===== config.mk =====
export PLATFORM = sky130hd
export DESIGN_NAME = conv_encoder_frame_flat
export DESIGN_NICKNAME = d
export VERILOG_FILES = /design/src/rtl/conv_encoder_frame_if.sv /design/src/rtl/conv_encoder_frame.sv /design/src/flat_wrapper.sv
export SDC_FILE = /design/constraint.sdc
export NUM_CORES = 1
export LEC_CHECK = 0
export BUFFER_PORTS_ARGS = -buffer_cell sky130_fd_sc_hd__buf_2
export CAP_MARGIN = 20
export CELL_PAD_IN_SITES_DETAIL_PLACEMENT = 2
export CELL_PAD_IN_SITES_GLOBAL_PLACEMENT = 2
export CORE_AREA = 2 2 101 64
export DETAILED_ROUTE_END_ITERATION = 6
export DIE_AREA = 0 0 103 66
export PLACE_DENSITY = 0.77
export SLEW_MARGIN = 10
export SYNTH_ARGS = -nofsm -noshare
export SYNTH_HDL_FRONTEND = slang
export SYNTH_SLANG_ARGS = --single-unit

===== constraint.sdc =====
create_clock -name i_clk -period 1.79 [get_ports i_clk]
set_input_delay 0.358 -clock i_clk [delete_from_list [all_inputs] [get_ports i_clk]]
set_output_delay 0.358 -clock i_clk [all_outputs]
set_load 0.03 [all_outputs]

===== src/rtl/conv_encoder_frame_if.sv =====
// Frame-level bus between the board wrapper and the convolutional encoder.
// The master drives the start key and data word; the slave returns symbols and the packed codeword.
interface conv_encoder_frame_if #(
    parameter int SIZE_DATA_IN  = 8,
    parameter int SIZE_DATA_OUT = 16
);
    logic                     i_start;
    logic [SIZE_DATA_IN-1:0]  i_data;
    logic [1:0]               o_sym;
    logic                     o_sym_valid;
    logic [SIZE_DATA_OUT-1:0] o_code;
    logic                     o_busy;
    logic                     o_done;

    modport master (
        output i_start, i_data,
        input  o_sym, o_sym_valid, o_code, o_busy, o_done
    );

    modport slave (
        input  i_start, i_data,
        output o_sym, o_sym_valid, o_code, o_busy, o_done
    );
endinterface


===== src/rtl/conv_encoder_frame.sv =====
// Rate-1/2, K=3 frame encoder: latches a byte on a start edge and emits one symbol per clock, MSB first.
// The packed codeword is truncated (no flush bits) and matches the Viterbi decoder's input format.
module conv_encoder_frame #(
    parameter int       SIZE_DATA_IN  = 8,
    parameter int       SIZE_DATA_OUT = 16,
    parameter bit [2:0] G0            = 3'b111,
    parameter bit [2:0] G1            = 3'b101
) (
    input  logic                 i_clk,
    input  logic                 i_rst_n,
    conv_encoder_frame_if.slave  bus
);
    localparam int               CNT_W    = $clog2(SIZE_DATA_IN);
    localparam logic [CNT_W-1:0] LAST_BIT = CNT_W'(SIZE_DATA_IN - 1);

    typedef enum logic [1:0] {IDLE, ENCODE, DONE} state_t;

    state_t                   state;
    state_t                   next_state;
    logic                     start_q;
    logic                     start_pulse;
    logic [SIZE_DATA_IN-1:0]  shift_reg;
    logic [SIZE_DATA_OUT-1:0] acc;
    logic [CNT_W-1:0]         bit_cnt;
    logic                     s1;
    logic                     s0;
    logic [2:0]               taps;
    logic                     g0;
    logic                     g1;
    logic                     load;
    logic                     shift_en;
    logic                     finish;

    assign start_pulse = bus.i_start & ~start_q;
    assign taps        = {shift_reg[SIZE_DATA_IN-1], s1, s0};
    assign g0          = ^(G0 & taps);
    assign g1          = ^(G1 & taps);

    always_ff @(posedge i_clk or negedge i_rst_n) begin
        if (!i_rst_n) begin
            state   <= IDLE;
            start_q <= 1'b0;
        end else begin
            state   <= next_state;
            start_q <= bus.i_start;
        end
    end

    always_comb begin
        next_state = state;
        case (state)
            IDLE, DONE: if (start_pulse)         next_state = ENCODE;
            ENCODE:     if (bit_cnt == LAST_BIT) next_state = DONE;
            default:                             next_state = IDLE;
        endcase
    end

    // A start edge seen while encoding is deliberately dropped.
    always_comb begin
        load     = 1'b0;
        shift_en = 1'b0;
        finish   = 1'b0;
        case (state)
            IDLE, DONE: load = start_pulse;
            ENCODE: begin
                shift_en = 1'b1;
                finish   = (bit_cnt == LAST_BIT);
            end
            default: ;
        endcase
    end

    always_ff @(posedge i_clk or negedge i_rst_n) begin
        if (!i_rst_n) begin
            shift_reg       <= '0;
            acc             <= '0;
            bit_cnt         <= '0;
            s1              <= 1'b0;
            s0              <= 1'b0;
            bus.o_sym       <= 2'b00;
            bus.o_sym_valid <= 1'b0;
            bus.o_code      <= '0;
            bus.o_busy      <= 1'b0;
            bus.o_done      <= 1'b0;
        end else if (load) begin
            shift_reg       <= bus.i_data;
            acc             <= '0;
            bit_cnt         <= '0;
            s1              <= 1'b0;
            s0              <= 1'b0;
            bus.o_sym_valid <= 1'b0;
            bus.o_busy      <= 1'b1;
            bus.o_done      <= 1'b0;
        end else if (shift_en) begin
            shift_reg       <= {shift_reg[SIZE_DATA_IN-2:0], 1'b0};
            acc             <= {acc[SIZE_DATA_OUT-3:0], g0, g1};
            bit_cnt         <= bit_cnt + CNT_W'(1);
            s1              <= taps[2];
            s0              <= s1;
            bus.o_sym       <= {g0, g1};
            bus.o_sym_valid <= 1'b1;
            // o_code is published only here so it holds the previous frame while encoding.
            if (finish) begin
                bus.o_code <= {acc[SIZE_DATA_OUT-3:0], g0, g1};
                bus.o_busy <= 1'b0;
                bus.o_done <= 1'b1;
            end
        end else begin
            bus.o_sym_valid <= 1'b0;
        end
    end
endmodule


===== src/flat_wrapper.sv =====
// flat-port wrapper written by rule: the top's interface ports become plain ports
module conv_encoder_frame_flat 
#(
    parameter int       SIZE_DATA_IN  = 8,
    parameter int       SIZE_DATA_OUT = 16,
    parameter bit [2:0] G0            = 3'b111,
    parameter bit [2:0] G1            = 3'b101
)
  (i_clk, i_rst_n, bus_i_start, bus_i_data, bus_o_sym, bus_o_sym_valid, bus_o_code, bus_o_busy, bus_o_done);
  conv_encoder_frame_if #(.SIZE_DATA_IN(SIZE_DATA_IN), .SIZE_DATA_OUT(SIZE_DATA_OUT)) bus_i ();
  input  logic i_clk;
  input  logic i_rst_n;
  input wire logic [$bits(bus_i.i_start)-1:0] bus_i_start;
  input wire logic [$bits(bus_i.i_data)-1:0] bus_i_data;
  output wire logic [$bits(bus_i.o_sym)-1:0] bus_o_sym;
  output wire logic [$bits(bus_i.o_sym_valid)-1:0] bus_o_sym_valid;
  output wire logic [$bits(bus_i.o_code)-1:0] bus_o_code;
  output wire logic [$bits(bus_i.o_busy)-1:0] bus_o_busy;
  output wire logic [$bits(bus_i.o_done)-1:0] bus_o_done;
  assign bus_i.i_start = bus_i_start;
  assign bus_i.i_data = bus_i_data;
  assign bus_o_sym = bus_i.o_sym;
  assign bus_o_sym_valid = bus_i.o_sym_valid;
  assign bus_o_code = bus_i.o_code;
  assign bus_o_busy = bus_i.o_busy;
  assign bus_o_done = bus_i.o_done;
  conv_encoder_frame #(.SIZE_DATA_IN(SIZE_DATA_IN), .SIZE_DATA_OUT(SIZE_DATA_OUT), .G0(G0), .G1(G1)) u_core (.i_clk(i_clk), .i_rst_n(i_rst_n), .bus(bus_i));
endmodule

==> flow_summary.toml, run 1 <==
[pwr]
ir_drop_mv = 0.538
power_density_nw_per_um2 = 1860
leakage_uw = 0.00126

[clock_tree]
cts_made_buffers = 5
htreeDepth = 2
path_clk_slew_ns = 0.09
cts_hold_buf = 0
cts_sinks = 51
cts_resized = 0
cts_tree = "built"
cts_buffer_depth = 2
cts_root_buf = "clkbuf_8"
insertion_delay_ns = 0.31
post-cts-setup-buffers = 0

[synth]
yosys.area.top_type = "dfrtp_1"
yosys_warnings = 0
synth-seq-cells = 51
ys_seq_area_share_pct = 60.9
syn_inst = 178
synthTopCellsByCount = "51 x dfrtp_1, 46 x nand2_1, 15 x nand3_1, 14 x mux2_2, 10 x nand3_2"
avgSynthCellArea_um2 = 11.8
synth_area_leaders = "dfrtp_1 61%, nand2_1 8.2%, mux2_2 7.5%, nand3_2 4.8%, nand3_1 3.6%"
synth_fp_nets = 191
yosysMostFrequentCell = "dfrtp_1"
async_reset_ff_share_pct = 100
synth_top_cell_area_share_pct = 60.9
synth_ff_type = "dfrtp_1"
synth_edf_count = 0
synthesis.area_um2 = 2100
synth_cell_type_count = 24

[layout]
nets = 224
area_growth_pct = 15.2
layout-drive-gt1-share_pct = 33.2
diodes = 0
fillerInstances = 650
largest_reg_flops = 16

[setup_path]
crit_fanout = 10
path_class = "flop to flop"
arrival_ns = 1.77
end_kind = "flop"
crit_required_ns = 1.99
crit_path_start_kind = "flop"

[global_routing]
overflow = 0
busiest_layer = "met2"
grt_pass1_vias = 1486
met3_usage_pct = 4.12
grt_use_met2_pct = 23.8
grt_use_total_pct = 16.3
grt_max_degree = 52
antenna_found_initial = 0
use_met1_pct = 23.1
grt_pass1_wl_mm = 8.11

[timing]
tightest_slew_ns = 0.480
min_period_over_period_pct = 87.7
whs_ns = 0.0243
rsz0062_at_grt = "no"
setup_ws_ns = 0.219
fin_skew_ns = 0.00460
min_period_ns = 1.57
setup_viol = 0
setup_tns_ns = 0
final-max-slew-violation-count = 0
hold_viol = 0
slew_headroom_pct = 67.9
timing.fmax_ghz = 0.637

[routing]
viasPerCell = 4.85
drtIter0Drc = 35
drc = 0
dr.pass1.iters = 4
postRouteAntennaNets = 0
wirelength_mm = 4.78
wl_per_cell_um = 16.2
dr_total_vias = 1431

[die]
die-area_um2 = 6800
design.portCount = 32
start_util_pct = 35.6
rows = 22
die_x_um = 103
coreArea_um2 = 5890
die_height_um = 66

[run_status]
outcome = "complete, no violations"

[place]
dp_hpwl_mm = 3.22
port_buffers = 31
gp_congestion = 0.705
post-place-ws_ns = 0.208

[job]
maxCapViolCount = 0

[worst_hold_path]
hp-class = "input pin to asynchronous set/reset pin"
-- layer usage --
metal  vias up  routed length (um)
met5         -                   0
met4         0                  77
met3         7                 140
met2        26                2100
met1       738                2460
li1        660                   -
-- cells by family after synthesis --
family / synth area share, %
adders and majority gates: 1.19
xor gates and xnor gates: 1.49
buffers and inverters: 4.72
and+or+nand+nor: 18.6
AOI/OAI and AO/OA: 5.55
muxes: 7.52
DFF: 60.9
-- final cells by class --
cell class	instances	area, um2	area share [%]
multi-input cells	113	721	29.9
well taps	84	105	4.35
inverters	3	11.3	0.467
repair buffers	37	213	8.81
flip-flops and latches	51	1280	52.9
clock buffers	6	82.6	3.42
clock inverters	1	5.00	0.207
-- worst max-delay path, cell delays in order (launching register included) --
cell and delay [ns]:
dfrtp_1 0.40, ha_1 0.21, ha_1 0.19, nand3b_1 0.11
buf_4 0.20, mux2_2 0.35
-- where the power goes --
part | total, uW | switching, uW | internal (uW)
Sequential | 1960 | 337 | 1620
Clock | 685 | 381 | 304
Combinational | 1850 | 1220 | 627
Total | 4490 | 1940 | 2550
-- placed cells by master (no fill, tap or decap) --
cell	Yosys	routed
dfrtp_1	51	51
nand2_1	46	46
buf_2	6	31
nand3_1	15	15
mux2_2	14	14
nand3_2	10	10
o21ai_0	7	7
a22oi_1	7	7
clkbuf_8	0	6
buf_4	2	5
nor2_1	2	2
a21o_1	2	2
inv_1	2	2
ha_1	2	2
nand2b_1	1	1
inv_2	1	1
or3b_1	1	1
nor3b_2	1	1
xnor3_1	1	1
xnor2_1	1	1
o2bb2ai_1	1	1
nand3b_1	1	1
a21oi_1	1	1
clkinv_2	0	1
buf_12	1	1
-- worst paths after layout --
kind                                             startpoint                                to  slack, ns  cells past startpoint
setup / recovery              u_core.bit_cnt[0]$_DFFE_PN0P_  u_core.bus.o_code[4]$_DFFE_PN0P_       0.22                      5
hold / removal                                      i_rst_n   u_core.shift_reg[5]$_DFFE_PN0P_       0.02                      2
setup reg to reg              u_core.bit_cnt[0]$_DFFE_PN0P_  u_core.bus.o_code[4]$_DFFE_PN0P_       0.22                      5
hold reg to reg            u_core.bus.o_code[0]$_DFFE_PN0P_  u_core.bus.o_code[0]$_DFFE_PN0P_       0.50                      2
max in group asynchronous                           i_rst_n        u_core.acc[10]$_DFFE_PN0P_       1.53                      2
min in group i_clk                              bus_i_start          u_core.start_q$_DFF_PN0_       0.18                      1
-- through the flow --
step / area, um2 / std cells / util (%) / total power (uW)
after CTS: 2410 / 295 / 41.0 / 4560
after floorplan: 2100 / 178 / - / 3290
final: 2410 / 295 / 41.0 / 4490
after global routing: 2410 / 295 / 41.0 / 4840
after global placement: 2330 / 288 / 39.5 / 3780
after detailed placement: 2330 / 288 / 39.5 / 3860
Note: power is estimated with default switching activity, not from simulation.
==> inputs of run 2 (changes only) <==
--- a/config.mk
+++ b/config.mk
@@ -9,10 +9,10 @@
 export CAP_MARGIN = 20
 export CELL_PAD_IN_SITES_DETAIL_PLACEMENT = 2
 export CELL_PAD_IN_SITES_GLOBAL_PLACEMENT = 2
-export CORE_AREA = 2 2 101 64
+export CORE_AREA = 2 2 106 67
 export DETAILED_ROUTE_END_ITERATION = 6
-export DIE_AREA = 0 0 103 66
-export PLACE_DENSITY = 0.77
+export DIE_AREA = 0 0 108 69
+export PLACE_DENSITY = 0.74
 export SLEW_MARGIN = 10
 export SYNTH_ARGS = -nofsm -noshare
 export SYNTH_HDL_FRONTEND = slang
==> constraint.sdc (replaced) <==
create_clock -name i_clk -period 1.35 [get_ports i_clk]
set_input_delay 0.27 -clock i_clk [delete_from_list [all_inputs] [get_ports i_clk]]
set_output_delay 0.27 -clock i_clk [all_outputs]
set_load 0.03 [all_outputs]
==> run 2 against run 1 <==
Compared with the run above: the flow now finishes with violations (setup timing); die area rose by 9.6%; worst setup slack got worse by 0.57 ns; clock skew is 0.0098 ns higher; worst hold slack better by 0.15 ns; flip-flop and latch count is the same; critical path type unchanged; largest cell class unchanged; power is 66% higher; first-iteration DRC count rose by 60%; cell count rose by 12%; clock power up 64%.
==> flow_summary.toml, run 2 (same netlist as run 1, synthesis figures left out) <==
[setup_path]
cp_slowest_cell = "dfrtp_1"
rr_worst_depth = 7
path_class = "flop to flop"
crit_fanout = 5
crit_required_ns = 1.54
endpoint = "u_core.bus.o_code[2]$_DFFE_PN0P_"
r2r_setup_slack_ns = -0.35
cp-startpoint = "u_core.bit_cnt[0]$_DFFE_PN0P_"
cp_common_cell = "buf_12"
worst_r2r_endpoint = "u_core.bus.o_code[2]$_DFFE_PN0P_"
critPathMaxStageDelay_ns = 0.41
end_kind = "flop"
arrival_ns = 1.89
r2r_start = "u_core.bit_cnt[0]$_DFFE_PN0P_"
cp_cell_sequence = "ha_2, ha_4, nand3b_1, buf_6, buf_12, buf_12, mux2_4"
crit_path_start_kind = "flop"

[timing]
slew_headroom_pct = 63.1
final-max-slew-violation-count = 0
tightest_slew_ns = 0.549
min_period_over_period_pct = 126
rsz0062_at_grt = "yes"
setup_viol = 46
setup_ws_ns = -0.349
min_period_ns = 1.70
timing.fmax_ghz = 0.589
hold_viol = 0
setup_tns_ns = -7.20
fin_skew_ns = 0.0144

[run_status]
violations = "setup timing"
outcome = "finished with violations"

[layout]
final_common_cell = "dfrtp_1"
layout_common_cells = "50 x dfrtp_1, 40 x nand2_1, 31 x buf_2, 24 x nand3_2, 19 x buf_4"
layout-drive-gt1-share_pct = 55.1
diodes = 0
largest_reg_flops = 16
area_growth_pct = 44.5
fin_cells = 330
nets = 255

[clock_tree]
cts_root_buf = "clkbuf_8"
htreeDepth = 2
path_clk_slew_ns = 0.10
cts_tree = "built"
insertion_delay_ns = 0.31
cts_buffer_depth = 2
cts_made_buffers = 5
cts_sinks = 51

[routing]
wl_per_cell_um = 20.2
wirelength_mm = 6.66
drtIter0Drc = 56
dr_total_vias = 1594
dr.pass1.iters = 4
postRouteAntennaNets = 0
drc = 0
viasPerCell = 4.83

[die]
start_util_pct = 32.4
die_x_um = 108
rows = 23
design.portCount = 32
coreArea_um2 = 6470
die_height_um = 69
die-area_um2 = 7450

[place]
place_inst = 306
dp_hpwl_mm = 3.77
gp_congestion = 0.767
port_buffers = 31

[global_routing]
grt_use_total_pct = 17.2
overflow = 0
antenna_found_initial = 0
grt_pass1_wl_mm = 9.76
grt_pass1_vias = 1700
grt_max_degree = 21

[pwr]
power_density_nw_per_um2 = 2460
leakage_uw = 0.00156
ir_drop_mv = 0.732

[worst_hold_path]
hp-class = "input pin to flop"

[job]
maxCapViolCount = 0
-- run 2: cell types whose count changed in the layout (fill, tap and decap cells not counted), sizes merged --
| cell | change |
|---|---|
| inv | -1 |
| clkinv | +1 |
| clkbuf | +1 |
| bufinv | +1 |
| buf | +29 |
| dlygate4sd3 | +1 |
-- run 2: layout make-up --
| class | count | area, um2 |
|---|---|---|
| clock buffer | 6 | 82.6 |
| clock inverter | 2 | 35.0 |
| fill | 648 | 3450 |
| inverter | 3 | 16.3 |
| multi-input combinational | 113 | 931 |
| sequential | 51 | 1280 |
| tap | 87 | 109 |
| timing repair buffer | 68 | 577 |
-- run 2: metal layers --
metal,part of all wire (%),track usage [%],vias to the layer above
met4,1.5,2.99,0
met1,48,24.0,832
met2,48,27.9,29
met3,3.1,3.88,8
li1,-,-,725
met5,0,0,-
-- run 2: repair_timing --
action,in CTS,in global routing
pin swaps,2,33
gates cloned,2,1
endpoints found under the setup margin,45,47
setup buffers,6,8
hold endpoints to repair,13,0
gates resized for setup,15,56
hold buffers,1,0
-- run 2: through the flow --
step,setup slack [ns],power (uW),hold slack (ns),utilization [%],area [um2]
2_1_floorplan,-0.104,4410,-0.0256,-,2120
3_3_place_gp,-0.151,5320,0.214,38.4,2480
3_5_place_dp,-0.224,5480,0.216,38.4,2480
4_1_cts,-0.269,6880,0.148,43.1,2790
5_1_grt,-0.405,7900,0.176,46.8,3030
6_report,-0.349,7460,0.173,46.8,3030
-- run 2: worst min path at each step --
stage | startpoint | end | slack [ns] | cells past startpoint
finish | bus_i_data[0] | u_core.shift_reg[0]$_DFFE_PN0P_ | 0.17 | 3
global route | bus_i_data[0] | u_core.shift_reg[0]$_DFFE_PN0P_ | 0.18 | 3
CTS | bus_i_data[0] | u_core.shift_reg[0]$_DFFE_PN0P_ | 0.15 | 3
detailed placement | i_rst_n | u_core.bus.o_code[1]$_DFFE_PN0P_ | 0.22 | 1
global placement | i_rst_n | u_core.bus.o_code[1]$_DFFE_PN0P_ | 0.21 | 1
floorplan | i_rst_n | u_core.acc[0]$_DFFE_PN0P_ | -0.03 | 0
-- run 2: power breakdown --
group,internal (uW),switching [uW]
combinational,1550,2160
clock,601,518
sequential,2150,487
-- run 2: worst max-delay path, delay by kind of cell (launching register included) --
kind / cells / cell delay [ns]
fa+ha+maj: 2 / 0.35
buf+inv: 3 / 0.36
flops: 1 / 0.41
mux: 1 / 0.29
simple gates: 1 / 0.15
==> inputs of run 3 (changes only) <==
--- a/config.mk
+++ b/config.mk
@@ -9,11 +9,13 @@
 export CAP_MARGIN = 20
 export CELL_PAD_IN_SITES_DETAIL_PLACEMENT = 2
 export CELL_PAD_IN_SITES_GLOBAL_PLACEMENT = 2
-export CORE_AREA = 2 2 106 67
+export CORE_AREA = 2 2 88 81
 export DETAILED_ROUTE_END_ITERATION = 6
-export DIE_AREA = 0 0 108 69
-export PLACE_DENSITY = 0.74
+export DIE_AREA = 0 0 90 83
+export MAX_ROUTING_LAYER = met4
+export PLACE_DENSITY = 0.73
 export SLEW_MARGIN = 10
 export SYNTH_ARGS = -nofsm -noshare
 export SYNTH_HDL_FRONTEND = slang
 export SYNTH_SLANG_ARGS = --single-unit
+export TNS_END_PERCENT = 30
==> run 3 against run 2 <==
Compared with the run above: the flow still finishes with violations (setup timing); sequential share of layout area is 6.3 points higher; combinational power is 24% lower; sequential power is 2% lower; worst setup slack better by 0.19 ns; power is 12% lower; design area is 13% lower; clock power hardly changed; critical path depth is 2 lower; first-iteration DRC count is 3.6% higher; via count is 8.0% lower; flip-flop and latch count stayed put; critical path type unchanged.
==> flow_summary.toml, run 3 (same netlist as run 1, synthesis figures left out) <==
[run_status]
outcome = "finished with violations"
violations = "setup timing"

[routing]
wirelength_mm = 4.92
drc = 0
wl_per_cell_um = 15.7
postRouteAntennaNets = 0
dr_total_vias = 1466
viasPerCell = 4.67
drtIter0Drc = 58
dr.pass1.iters = 2

[die]
die_height_um = 83
die-area_um2 = 7470
start_util_pct = 32.2
rows = 28
design.portCount = 32
die_x_um = 90
coreArea_um2 = 6520

[timing]
rsz0062_at_grt = "yes"
final-max-slew-violation-count = 0
timing.fmax_ghz = 0.662
setup_ws_ns = -0.161
hold_viol = 0
min_period_over_period_pct = 112
tightest_slew_ns = 0.474
slew_headroom_pct = 68.4
min_period_ns = 1.51
fin_skew_ns = 0.0145
setup_viol = 19

[place]
port_buffers = 31
dp_hpwl_mm = 3.50
gp_congestion = 0.708

[layout]
layout-drive-gt1-share_pct = 39.3
ff_latch_area_um2 = 1280
diodes = 0
largest_reg_flops = 16
area_growth_pct = 25.6
postLayoutCoreUtil_pct = 40.4
fillerInstances = 704
final_common_cell = "dfrtp_1"
multiInputGateArea_um2 = 768
nets = 236
layout_common_cells = "50 x dfrtp_1, 46 x nand2_1, 31 x buf_2, 14 x nand3_1"

[setup_path]
r2r_setup_slack_ns = -0.16
crit_fanout = 6
path_class = "flop to flop"
arrival_ns = 1.70
end_kind = "flop"
crit_path_start_kind = "flop"
crit_required_ns = 1.54

[clock_tree]
path_clk_slew_ns = 0.10
cts_root_buf = "clkbuf_8"
cts_sinks = 51
htreeDepth = 2
insertion_delay_ns = 0.31
cts_buffer_depth = 2
cts_made_buffers = 5
cts_tree = "built"

[global_routing]
antenna_found_initial = 0
grt_max_degree = 28
overflow = 0
grt_pass1_wl_mm = 8.58
grt_pass1_vias = 1668
grt_use_total_pct = 14.6

[pwr]
leakage_uw = 0.00136
power_density_nw_per_um2 = 2480
ir_drop_mv = 0.759
fin_total_pwr_uw = 6530

[job]
maxCapViolCount = 0

[worst_hold_path]
hp-class = "input pin to flop"
==> run 3: per-stage QoR <==
stage / std cells / setup slack [ns] / cell area [um2] / setup TNS (ns) / hold slack [ns]
floorplan: 178 / -0.104 / 2110 / -1.31 / -0.0256
global placement: 304 / -0.0986 / 2440 / -1.24 / 0.257
detailed placement: 304 / -0.159 / 2440 / -2.26 / 0.259
CTS: 313 / -0.178 / 2600 / -2.68 / 0.0896
global route: 314 / -0.221 / 2630 / -3.65 / 0.0972
finish: 314 / -0.161 / 2630 / -2.32 / 0.103
==> run 3: where the power goes <==
part,internal [uW],switching [uW]
Clock,611,535
Combinational,1090,1710
Sequential,2150,432
==> run 3: worst max-delay path: stages (launching register included) <==
cell and delay, ns:
dfrtp_1 0.41, ha_2 0.21, ha_4 0.16, nand3b_1 0.13
buf_6 0.16, mux2_2 0.33
==> run 3: worst paths after layout <==
| check | start | endpoint | cells after the start |
|---|---|---|---|
| worst max-delay path | u_core.bit_cnt[0]$_DFFE_PN0P_ | u_core.bus.o_code[3]$_DFFE_PN0P_ | 5 |
| worst min-delay path | bus_i_start | u_core.start_q$_DFF_PN0_ | 1 |
| worst max register to register | u_core.bit_cnt[0]$_DFFE_PN0P_ | u_core.bus.o_code[3]$_DFFE_PN0P_ | 5 |
| worst min register to register | u_core.bus.o_sym[1]$_DFFE_PN0P_ | u_core.bus.o_sym[1]$_DFFE_PN0P_ | 1 |
| max in group asynchronous | i_rst_n | u_core.bus.o_code[2]$_DFFE_PN0P_ | 3 |
| min in group asynchronous | i_rst_n | u_core.bus.o_code[0]$_DFFE_PN0P_ | 2 |
==> run 3: layout make-up <==
class / count / share of cell area (%)
flip-flops and latches: 51 / 48.5
multi-input cells: 113 / 29.2
repair buffers: 49 / 13.0
well taps: 90 / 4.28
clock buffers: 6 / 3.14
clock inverters: 2 / 1.47
inverters: 3 / 0.428
==> run 3: repair_timing <==
action / 4_1_cts / 5_1_grt
hold endpoints to repair: 15 / 0
pin swaps: 1 / 0
endpoints found under the setup margin: 20 / 36
resized for setup: 7 / 6
buffers inserted: 0 / 1
hold buffers: 1 / 0
==> run 3: routing by layer <==
layer	vias to the layer above	routed length (um)	global-route usage, %
li1	689	-	-
met1	748	2360	19.9
met2	23	2370	22.4
met3	6	140	2.99
met4	0	57	3.78
met5	-	0	-
